[config.mk]
export PLATFORM = sky130hd
export DESIGN_NAME = clock_enable_gen
export DESIGN_NICKNAME = d
export VERILOG_FILES = /design/src/rtl/clock_enable_gen.sv
export SDC_FILE = /design/constraint.sdc
export NUM_CORES = 1
export LEC_CHECK = 0
export BUFFER_PORTS_ARGS = -buffer_cell sky130_fd_sc_hd__buf_2
export CORE_UTILIZATION = 25
export CTS_BUF_LIST = sky130_fd_sc_hd__clkbuf_2
export CTS_CLUSTER_DIAMETER = 150
export DETAILED_ROUTE_END_ITERATION = 16
export GPL_ROUTABILITY_DRIVEN = 0
export GPL_TIMING_DRIVEN = 0
export SYNTH_ARGS = -nofsm -noshare
export SYNTH_HDL_FRONTEND = slang
export SYNTH_SLANG_ARGS = --single-unit
[constraint.sdc]
create_clock -name clock_in -period 2.14 [get_ports clock_in]
set_input_delay 0.107 -clock clock_in [delete_from_list [all_inputs] [get_ports clock_in]]
set_output_delay 0.107 -clock clock_in [all_outputs]
set_load 0.1 [all_outputs]
[src/rtl/clock_enable_gen.sv]
// clock_enable_gen
// Turns the prescaler's divided clock into one-cycle enable pulses in the
// clock_in domain. The TD4 core therefore runs on clock_in with an enable
// rather than on a derived clock. Also provides run/halt control and an
// optional debounced single-step button.
//
// Optional feature: define CLOCK_ENABLE_GEN_MANUAL_STEP_EN to build the
// step-button synchronizer, the debouncer and the ARMED state. Without it,
// step_button is ignored and HALT can only leave to RUN.
`timescale 1ns/1ps

module clock_enable_gen #(
  parameter int SYNC_STAGES     = 2,        // depth of each input synchronizer, >= 2
  parameter int DEBOUNCE_CYCLES = 1000000,  // stable cycles before a button level is accepted, >= 2
  parameter int COUNT_WIDTH     = 8         // width of tick_count
) (
  input  logic                   clock_in,
  input  logic                   reset_n,
  input  logic                   slow_clock,
  input  logic                   run_switch,
  input  logic                   step_button,
  output logic                   tick,
  output logic                   running,
  output logic [COUNT_WIDTH-1:0] tick_count
);

  // FSM encoding
  localparam logic [1:0] ST_HALT  = 2'd0;
  localparam logic [1:0] ST_RUN   = 2'd1;
  localparam logic [1:0] ST_ARMED = 2'd2;

  logic [SYNC_STAGES-1:0] slow_sync;
  logic [SYNC_STAGES-1:0] run_sync;
  logic                   slow_s;
  logic                   run_s;
  logic                   slow_prev;
  logic                   rise;
  logic [1:0]             state;
  logic [1:0]             state_next;
  logic                   tick_next;

  assign slow_s = slow_sync[SYNC_STAGES-1];
  assign run_s  = run_sync[SYNC_STAGES-1];

  // Shift slow_clock and run_switch through their synchronizer chains
  always_ff @(posedge clock_in or negedge reset_n) begin
    if (!reset_n) begin
      slow_sync <= '0;
      run_sync  <= '0;
    end else begin
      // NOTE: non-blocking assignments make every stage capture its
      // pre-edge neighbour; blocking ones would collapse the chain.
      slow_sync <= {slow_sync[SYNC_STAGES-2:0], slow_clock};
      run_sync  <= {run_sync[SYNC_STAGES-2:0], run_switch};
    end
  end

  // Detect the synchronized slow_clock rising edge. The pulse is held in a
  // flop so the FSM decision and the tick register both see a clean,
  // glitch-free one-cycle rise, placing tick on the (SYNC_STAGES+1)th edge.
  always_ff @(posedge clock_in or negedge reset_n) begin
    if (!reset_n) begin
      slow_prev <= 1'b0;
      rise      <= 1'b0;
    end else begin
      slow_prev <= slow_s;
      rise      <= slow_s & ~slow_prev;
    end
  end

`ifdef CLOCK_ENABLE_GEN_MANUAL_STEP_EN
  // Counter just wide enough to reach DEBOUNCE_CYCLES-1
  localparam int              DB_W   = $clog2(DEBOUNCE_CYCLES);
  localparam logic [DB_W-1:0] DB_MAX = DB_W'(DEBOUNCE_CYCLES - 1);

  logic [SYNC_STAGES-1:0] btn_sync;
  logic                   btn_s;
  logic                   db_level;
  logic [DB_W-1:0]        db_count;
  logic                   press;

  assign btn_s = btn_sync[SYNC_STAGES-1];

  // Synchronize the raw step button
  always_ff @(posedge clock_in or negedge reset_n) begin
    if (!reset_n) begin
      btn_sync <= '0;
    end else begin
      btn_sync <= {btn_sync[SYNC_STAGES-2:0], step_button};
    end
  end

  // Debounce: accept a new level only after it differs from the current
  // one for DEBOUNCE_CYCLES consecutive cycles; pulse press on 0->1 only.
  always_ff @(posedge clock_in or negedge reset_n) begin
    if (!reset_n) begin
      db_count <= '0;
      db_level <= 1'b0;
      press    <= 1'b0;
    end else begin
      press <= 1'b0;
      if (btn_s == db_level) begin
        db_count <= '0;
      end else if (db_count == DB_MAX) begin
        db_count <= '0;
        db_level <= btn_s;
        press    <= btn_s;
      end else begin
        db_count <= db_count + DB_W'(1);
      end
    end
  end
`else
  // Button is not used in this build; the port stays for pin compatibility.
  logic unused_step_button;
  assign unused_step_button = step_button;
`endif

  // Next-state logic for HALT / RUN / ARMED
  always_comb begin
    // NOTE: default first so every path assigns state_next and no latch
    // is inferred.
    state_next = state;
    case (state)
      ST_HALT: begin
        if (run_s) begin
          state_next = ST_RUN;
        end
`ifdef CLOCK_ENABLE_GEN_MANUAL_STEP_EN
        else if (press) begin
          state_next = ST_ARMED;
        end
`endif
      end
      ST_RUN: begin
        if (!run_s) begin
          state_next = ST_HALT;
        end
      end
      ST_ARMED: begin
        // A raised run switch absorbs the pending step; otherwise the
        // step fires on the next rise and returns to HALT.
        if (run_s) begin
          state_next = ST_RUN;
        end else if (rise) begin
          state_next = ST_HALT;
        end
      end
      default: state_next = ST_HALT;
    endcase
  end

  // A tick is issued on rise when the current state allows it; the decision
  // uses the current state, so a same-cycle switch change still ticks.
  assign tick_next = rise & ((state == ST_RUN) | (state == ST_ARMED));

  // State and registered outputs
  always_ff @(posedge clock_in or negedge reset_n) begin
    if (!reset_n) begin
      state      <= ST_HALT;
      tick       <= 1'b0;
      running    <= 1'b0;
      tick_count <= '0;
    end else begin
      state      <= state_next;
      tick       <= tick_next;
      running    <= (state == ST_RUN);
      tick_count <= tick_count + COUNT_WIDTH'(tick_next);
    end
  end

endmodule

Word-level counts from Yosys, hierarchy flattened
Cells that the tools add are included.
Widths: inputs -> output; s select.
Storage, ports and cells
  word-level logic and storage cells: 25
  input port bits: 5
  output and inout port bits: 10
  bits in registers: 18
Cells by class
  muxes and demuxes: 5
  reductions and logical operators: 2
  add/sub/neg operators: 1
  bitwise operators: 4
  eq/ne operators: 5
Operator list (count)
  $add 8x1->8: 1
  $mux 2: 4
  $pmux 2 s3: 1
  $ne 2x2->1 const B: 2
  $ne 3x3->1 const B: 1
  $reduce_and 3->1: 1
  $and 1x1->1: 2
  $eq 2x1->1 const B: 1
  $eq 2x2->1 const B: 1
  $logic_not 2->1: 1
  $not 1->1: 1
  $or 1x1->1: 1

Longest topological paths before layout
Gate-level depths: netlist of run 1.
  word-level depth: 4
  depth in mapped cells: 5
  depth with buffers taken out: 5

Least setup slack after synthesis of run 1
OpenSTA, ideal clock, no wires.
  path kind: reg-to-reg
  start: reg tick_count[0]
  end: reg tick_count[4]
  cell stages (with the launch flop): 5
  setup slack: 0.301 ns
  required time: 1.981 ns
  library setup time: 0.159 ns
  clock period less this slack: 1.839 ns
  path buffers: 0
  data arrival time: 1.680 ns
  cells stage by stage: dfrtp_1 -> ha_1 -> ha_1 -> nand3_1 -> xnor2_1
Between the ends
  cells in the longest elaborated chain, start to end: 1
RTL lines
  from (decl): line 24  | output logic [COUNT_WIDTH-1:0] tick_count
  from (signal assigned): line 168  | tick_count <= tick_count + COUNT_WIDTH'(tick_next);
  $add 8x1->8: line 168
Every way passes these cells.
A chain may end at the register's enable or synchronous reset.

Worst setup path in the final report of run 1
  start: reg tick_count[2]
  end: out tick_count[2]
No word-level cell between the ends.

==> impl_results.md, run 1 <==
- Area growth syn-to-layout: 26.27%
- DR pass1 iterations: 4
- H-tree Lvls: 1
- # DRC: 0
- Final setup violation count: 0
- Yosys Warn Count: 0
- Critical path launch point type: register
- Worst-case vdd ir drop: 0.6220 mV
- Vias in the first global route: 316
- Area leader, netlist: dfrtp_1
- Die width: 49.62 um
- Std-Cell Rows: 16
- Initial Util: 0.2776
- I/O Pins: 15
- Top-area cell type share of the netlist area: 0.7506
- Core region area: 2042 sq um
- TritonCTS clock tree: done
- Fin util: 0.3505
- Crit path DAT: 1.21 ns
- Synthesized area per cell: 15.74 sq um
- Post-DR wirelength/cell: 9.193 um
- Largest net degree at the start of global routing: 18
- Synth Net Count: 43
- Ant diodes: 0
- Slew Limit Headroom: 0.6781
- Leak: 0.3656 nW
- Worst setup margin: 0.8233 ns
- Max Slew Vio Count: 0
- Switching pwr: 508.1 uW
- Die height: 49.62 um
- Gr usage total: 0.08099
- Clock sink total: 17
- Vias per cell: 3.843
- Max Cap Violations: 0
- Final nets: 64
- Design area: 715.7 sq um
- Synthesized cell area: 566.8 sq um
- Synth top area cells: dfrtp_1 75%, xnor2_1 4.6%, xor2_1 4.6%, ha_1 4.4%, nand3_1 1.8%
- Sw frac: 0.5146
- Required time worst endpoint: 2.03 ns
- Tot Pwr: 987.3 uW
- Root Driver: clkbuf_2
- IO buf count: 13
- Post-CTS sizing: 0
- Worst-path cell chain: buf_2
- Final Non-Filler Cells: 83
- Slowest-stage cell, CP: dfrtp_1
- Crit-path max FO: 5
- PwrDens: 1380 nW/um^2
- CP endpoint kind: output port
- Syn Inst Count: 36
- Seq/Total Area, Yosys: 0.7506
- Top-count cell post-synth: dfrtp_1
- Delay-heaviest family, CP: flip-flops
- Endpoints failing hold: 0
- Slowest stage delay, CP: 0.47 ns
- Synth async-reset ratio: 1.000
- Antenna violations before repair: 0
- Post-synth EDFFs: 0
- Min Tclk post-route: 1.317 ns
- Number of buffers created by CTS: 3
- Layout cell share with drive strength beyond 1: 0.3393
- Vias: 319
- Iteration-0 DRC count of the detailed router: 4
- Logic pwr share: 0.435
- Status: finished clean
- Worst slack, placed: 0.8605 ns
- Die area: 2462 sq um
- WS Path Type: register to output port
- Hold crit path type: primary input to async pin
- Actual slew at the worst max-slew pin: 0.4862 ns
- Placed cells: 76
- Register share of total power: 0.425
- Fmax: 759.5 MHz
- First-pass GRT wire length: 1414 um
- Final ANT Viol Nets: 0
- Gr ovfl total: 0
- Yosys cell types: 13
- Max Root-Sink Buffers: 2
- Setup TNS: 0 ns
- Internal power: 479.3 uW
- Clock power share: 0.140
- Hold Slack: 0.2445 ns
- Placed cell area: 665.6 sq um
- Ys flop type: dfrtp_1
- Commonest cells post-synth: 17 x dfrtp_1, 3 x xnor2_1, 3 x xor2_1
- Clk pin slew, worst setup/hold paths: 0.14 ns
- Buf+Inv Stages, Crit Path: 1
- Synth Register Bits: 17
- Worst Clk Skew: 0.002879 ns
- Unrepaired setup endpoints after global routing: false
- Total wire length: 763 um
- Clk_lat worst skew: 0.28 ns
- Final Cycle Share: 0.6153
-- final timing paths --
kind / start / to / slack [ns] / depth (start not counted)
worst min-delay path: reset_n / slow_prev$_DFF_PN0_ / 0.24 / 2
worst min register to register: run_sync[0]$_DFF_PN0_ / run_sync[1]$_DFF_PN0_ / 0.37 / 0
worst max register to register: state[0]$_DFFE_PN0P_ / tick_count[6]$_DFF_PN0_ / 0.84 / 5
max in group asynchronous: reset_n / tick_count[5]$_DFF_PN0_ / 1.64 / 2
worst max-delay path: tick_count[2]$_DFF_PN0_ / tick_count[2] / 0.82 / 1
min in group clock_in: run_sync[0]$_DFF_PN0_ / run_sync[1]$_DFF_PN0_ / 0.37 / 0
-- worst reg2reg max path, stage by stage (launching register included) --
cell	delay (ns)
dfrtp_1	0.40
and2_1	0.15
ha_1	0.21
ha_1	0.24
nand3_1	0.12
xnor2_1	0.11
-- what timing repair did --
item	4_1_cts	5_1_grt
buffers inserted	0	0
hold buffers	3	0
setup endpoints to repair	0	0
hold endpoints to repair	19	0
-- cell families after synthesis --
logic type               Yosys count  synth area share
flip-flops                        17            0.7506
AND/OR/NAND/NOR                   10            0.1060
XOR/XNOR                           6           0.09273
adder cells (fa/ha/maj)            2           0.04414
buffers and inverters              1          0.006616
-- registers in the layout (all words and copies together), names as in the netlist --
register and count:
rise 1, run_sync 2, running 1, slow_prev 1, slow_sync 2, state 1, tick 1, tick_count 8
-- cells in the final DEF, fill, tap and decap left out, types with 2 or more instances in the layout --
cell,count
dfrtp_1,17
buf_2,13
clkbuf_2,4
xor2_1,3
xnor2_1,3
dlygate4sd3_1,3
nand2_1,2
nand3_1,2
ha_1,2
-- routing by layer --
metal  vias up  GRT usage  wire length, um
met3         2    0.04630               54
li1        154          -                -
met4         0    0.04286               14
met1       152    0.08219              321
met2        11     0.1306              372
met5         -          0                0
-- power by group through the flow --
stage | clock (mW) | sequential, mW | combinational (mW)
floorplan | 0 | 0.749 | 0.0337
global placement | 0 | 0.426 | 0.425
detailed placement | 0 | 0.428 | 0.428
CTS | 0.151 | 0.421 | 0.433
global route | 0.166 | 0.430 | 0.441
finish | 0.139 | 0.420 | 0.429
-- final cells by class --
class | count | area [sq um]
fill | 215 | 1326
clock buffer | 4 | 20.02
tap | 27 | 33.78
sequential | 17 | 425.4
multi-input combinational | 18 | 137.6
buffer | 1 | 3.754
timing repair buffer | 16 | 95.09
Note: power is estimated with default switching activity, not from simulation.
==> run 2: changes to the inputs <==
Clock period 2.14 ns to 1.36 ns, I/O delays scaled along.
==> run 2 against run 1 <==
  * Die area unchanged
  * First-iteration DRC count decreased by 75%
  * Setup slack got worse by 0.71 ns
  * Register-to-register slack got worse by 0.73 ns
  * Largest power group is now registers
  * Critical endpoint is now tick_count[7]$_DFF_PN0_
  * Combinational power increased by 59%
  * Global-route usage decreased by 0.13 points
  * Routed wire length increased by 2.8%
  * Sequential power increased by 64%
  * Critical path type is now register to register
  * Core utilization increased by 1.3 points
==> impl_results.md, run 2 (synthesized netlist as in run 1, its figures left out) <==
- Die height: 49.62 um
- Clk pin slew, worst setup/hold paths: 0.16 ns
- Leak: 0.3529 nW
- Gr usage total: 0.07974
- Hold crit path type: primary input to async pin
- Post-CTS sizing: 0
- Max Root-Sink Buffers: 2
- Worst Clk Skew: 0.007585 ns
- Unrepaired setup endpoints after global routing: false
- Status: finished clean
- Tot Pwr: 1.588 mW
- Worst-case vdd ir drop: 1.049 mV
- Antenna violations before repair: 0
- Std-Cell Rows: 16
- Required time worst endpoint: 1.59 ns
- Setup TNS: 0 ns
- Vias in the first global route: 320
- I/O Pins: 15
- Clk_lat worst skew: 0.29 ns
- CP endpoint kind: register
- Critical path launch point type: register
- PwrDens: 2140 nW/um^2
- Vias per cell: 3.867
- Design area: 742.0 sq um
- First-pass GRT wire length: 1442 um
- Final nets: 64
- # DRC: 0
- Largest net degree at the start of global routing: 18
- Final Cycle Share: 0.9164
- Reg with most FFs: tick_count
- Min Tclk post-route: 1.246 ns
- Die area: 2462 sq um
- Ant diodes: 0
- Slew Limit Headroom: 0.6775
- WS Path Type: register to register
- Met3 Wirelength: 55 um
- Max Slew Vio Count: 0
- Number of buffers created by CTS: 3
- Most frequent cells in the layout: 13 x buf_2, 10 x dfrtp_1, 6 x dfrtp_2
- Gr ovfl total: 0
- Total wire length: 784 um
- TritonCTS clock tree: done
- Initial Util: 0.2776
- Final setup violation count: 0
- WL met2: 371 um
- Endpoints failing hold: 0
- Max reg flops: 8
- Fmax: 802.4 MHz
- IO buf count: 13
- Crit-path max FO: 3
- Post-DR wirelength/cell: 9.446 um
- DR pass1 iterations: 4
- Top sig layer: met4
- Vias: 321
- Root Driver: clkbuf_2
- Die width: 49.62 um
- H-tree Lvls: 1
- Actual slew at the worst max-slew pin: 0.4871 ns
- Commonest non-fill, non-tap cell in the layout: buf_2
- Final ANT Viol Nets: 0
- Crit path DAT: 1.47 ns
- Iteration-0 DRC count of the detailed router: 1
- Area growth syn-to-layout: 30.91%
- Core region area: 2042 sq um
- Max Cap Violations: 0
- Setup Fix Bufs, Post-CTS: 0
- Met1 Wirelength: 344 um
- Top Registers: tick_count: 8 flops, run_sync: 2 flops, slow_sync: 2 flops
- Clock sink total: 17
- Layout cell share with drive strength beyond 1: 0.5000
- Placed cell area: 691.9 sq um
- CTS Hold Buffers Added: 3
## run 2: cell types whose count changed in the layout (fill, tap and decap cells not counted)
| cell | change |
|---|---|
| clkbuf_2 | -1 |
| clkinv_2 | +1 |
| dfrtp_2 | +6 |
| dfrtp_1 | -7 |
| dfrtp_4 | +1 |
| ha_1 | -2 |
| ha_2 | +1 |
| ha_4 | +1 |
## run 2: power breakdown
| group | internal, mW | switching (mW) | total [mW] |
|---|---|---|---|
| clock network | 0.0666 | 0.152 | 0.218 |
| registers | 0.606 | 0.0811 | 0.687 |
| logic | 0.0967 | 0.586 | 0.683 |
## run 2: final cells by class
type                            instances  area (sq um)
Multi-Input combinational cell         18         152.6
Clock buffer                            3         15.01
Fill cell                             215          1300
Timing Repair Buffer                   16         95.09
Clock inverter                          1         5.005
Buffer                                  1         3.754
Sequential cell                        17         436.7
Tap cell                               27         33.78
## run 2: worst max-delay path: stages (launching register included)
cell	delay, ns
dfrtp_1	0.37
and2_1	0.19
ha_4	0.16
nand3_2	0.11
nor3_2	0.21
xor2_1	0.15
## run 2: metrics by stage
step / setup slack (ns) / utilization / instances / hold WS, ns
5_1_grt: 0.004723 / 0.3634 / 83 / 0.2010
4_1_cts: 0.08707 / 0.3634 / 83 / 0.1912
2_1_floorplan: 0.004210 / - / 36 / -0.2276
3_3_place_gp: 0.1433 / 0.3388 / 76 / -0.002166
3_5_place_dp: 0.1169 / 0.3388 / 76 / 0.01094
6_report: 0.1137 / 0.3634 / 83 / 0.1980
## run 2: final timing paths
check | from | end | slack, ns | depth (start not counted)
max | state[0]$_DFFE_PN0P_ | tick_count[7]$_DFF_PN0_ | 0.11 | 5
min | reset_n | tick$_DFF_PN0_ | 0.20 | 2
max reg2reg | state[0]$_DFFE_PN0P_ | tick_count[7]$_DFF_PN0_ | 0.11 | 5
min reg2reg | run_sync[0]$_DFF_PN0_ | run_sync[1]$_DFF_PN0_ | 0.37 | 0
max in group asynchronous | reset_n | tick_count[3]$_DFF_PN0_ | 0.87 | 2
min in group clock_in | run_sync[0]$_DFF_PN0_ | run_sync[1]$_DFF_PN0_ | 0.37 | 0
## run 2: per-layer routing
| metal | track usage | vias up |
|---|---|---|
| li1 | - | 154 |
| met1 | 0.09608 | 151 |
| met2 | 0.1171 | 14 |
| met3 | 0.03704 | 2 |
| met4 | 0.04286 | 0 |
| met5 | 0 | - |
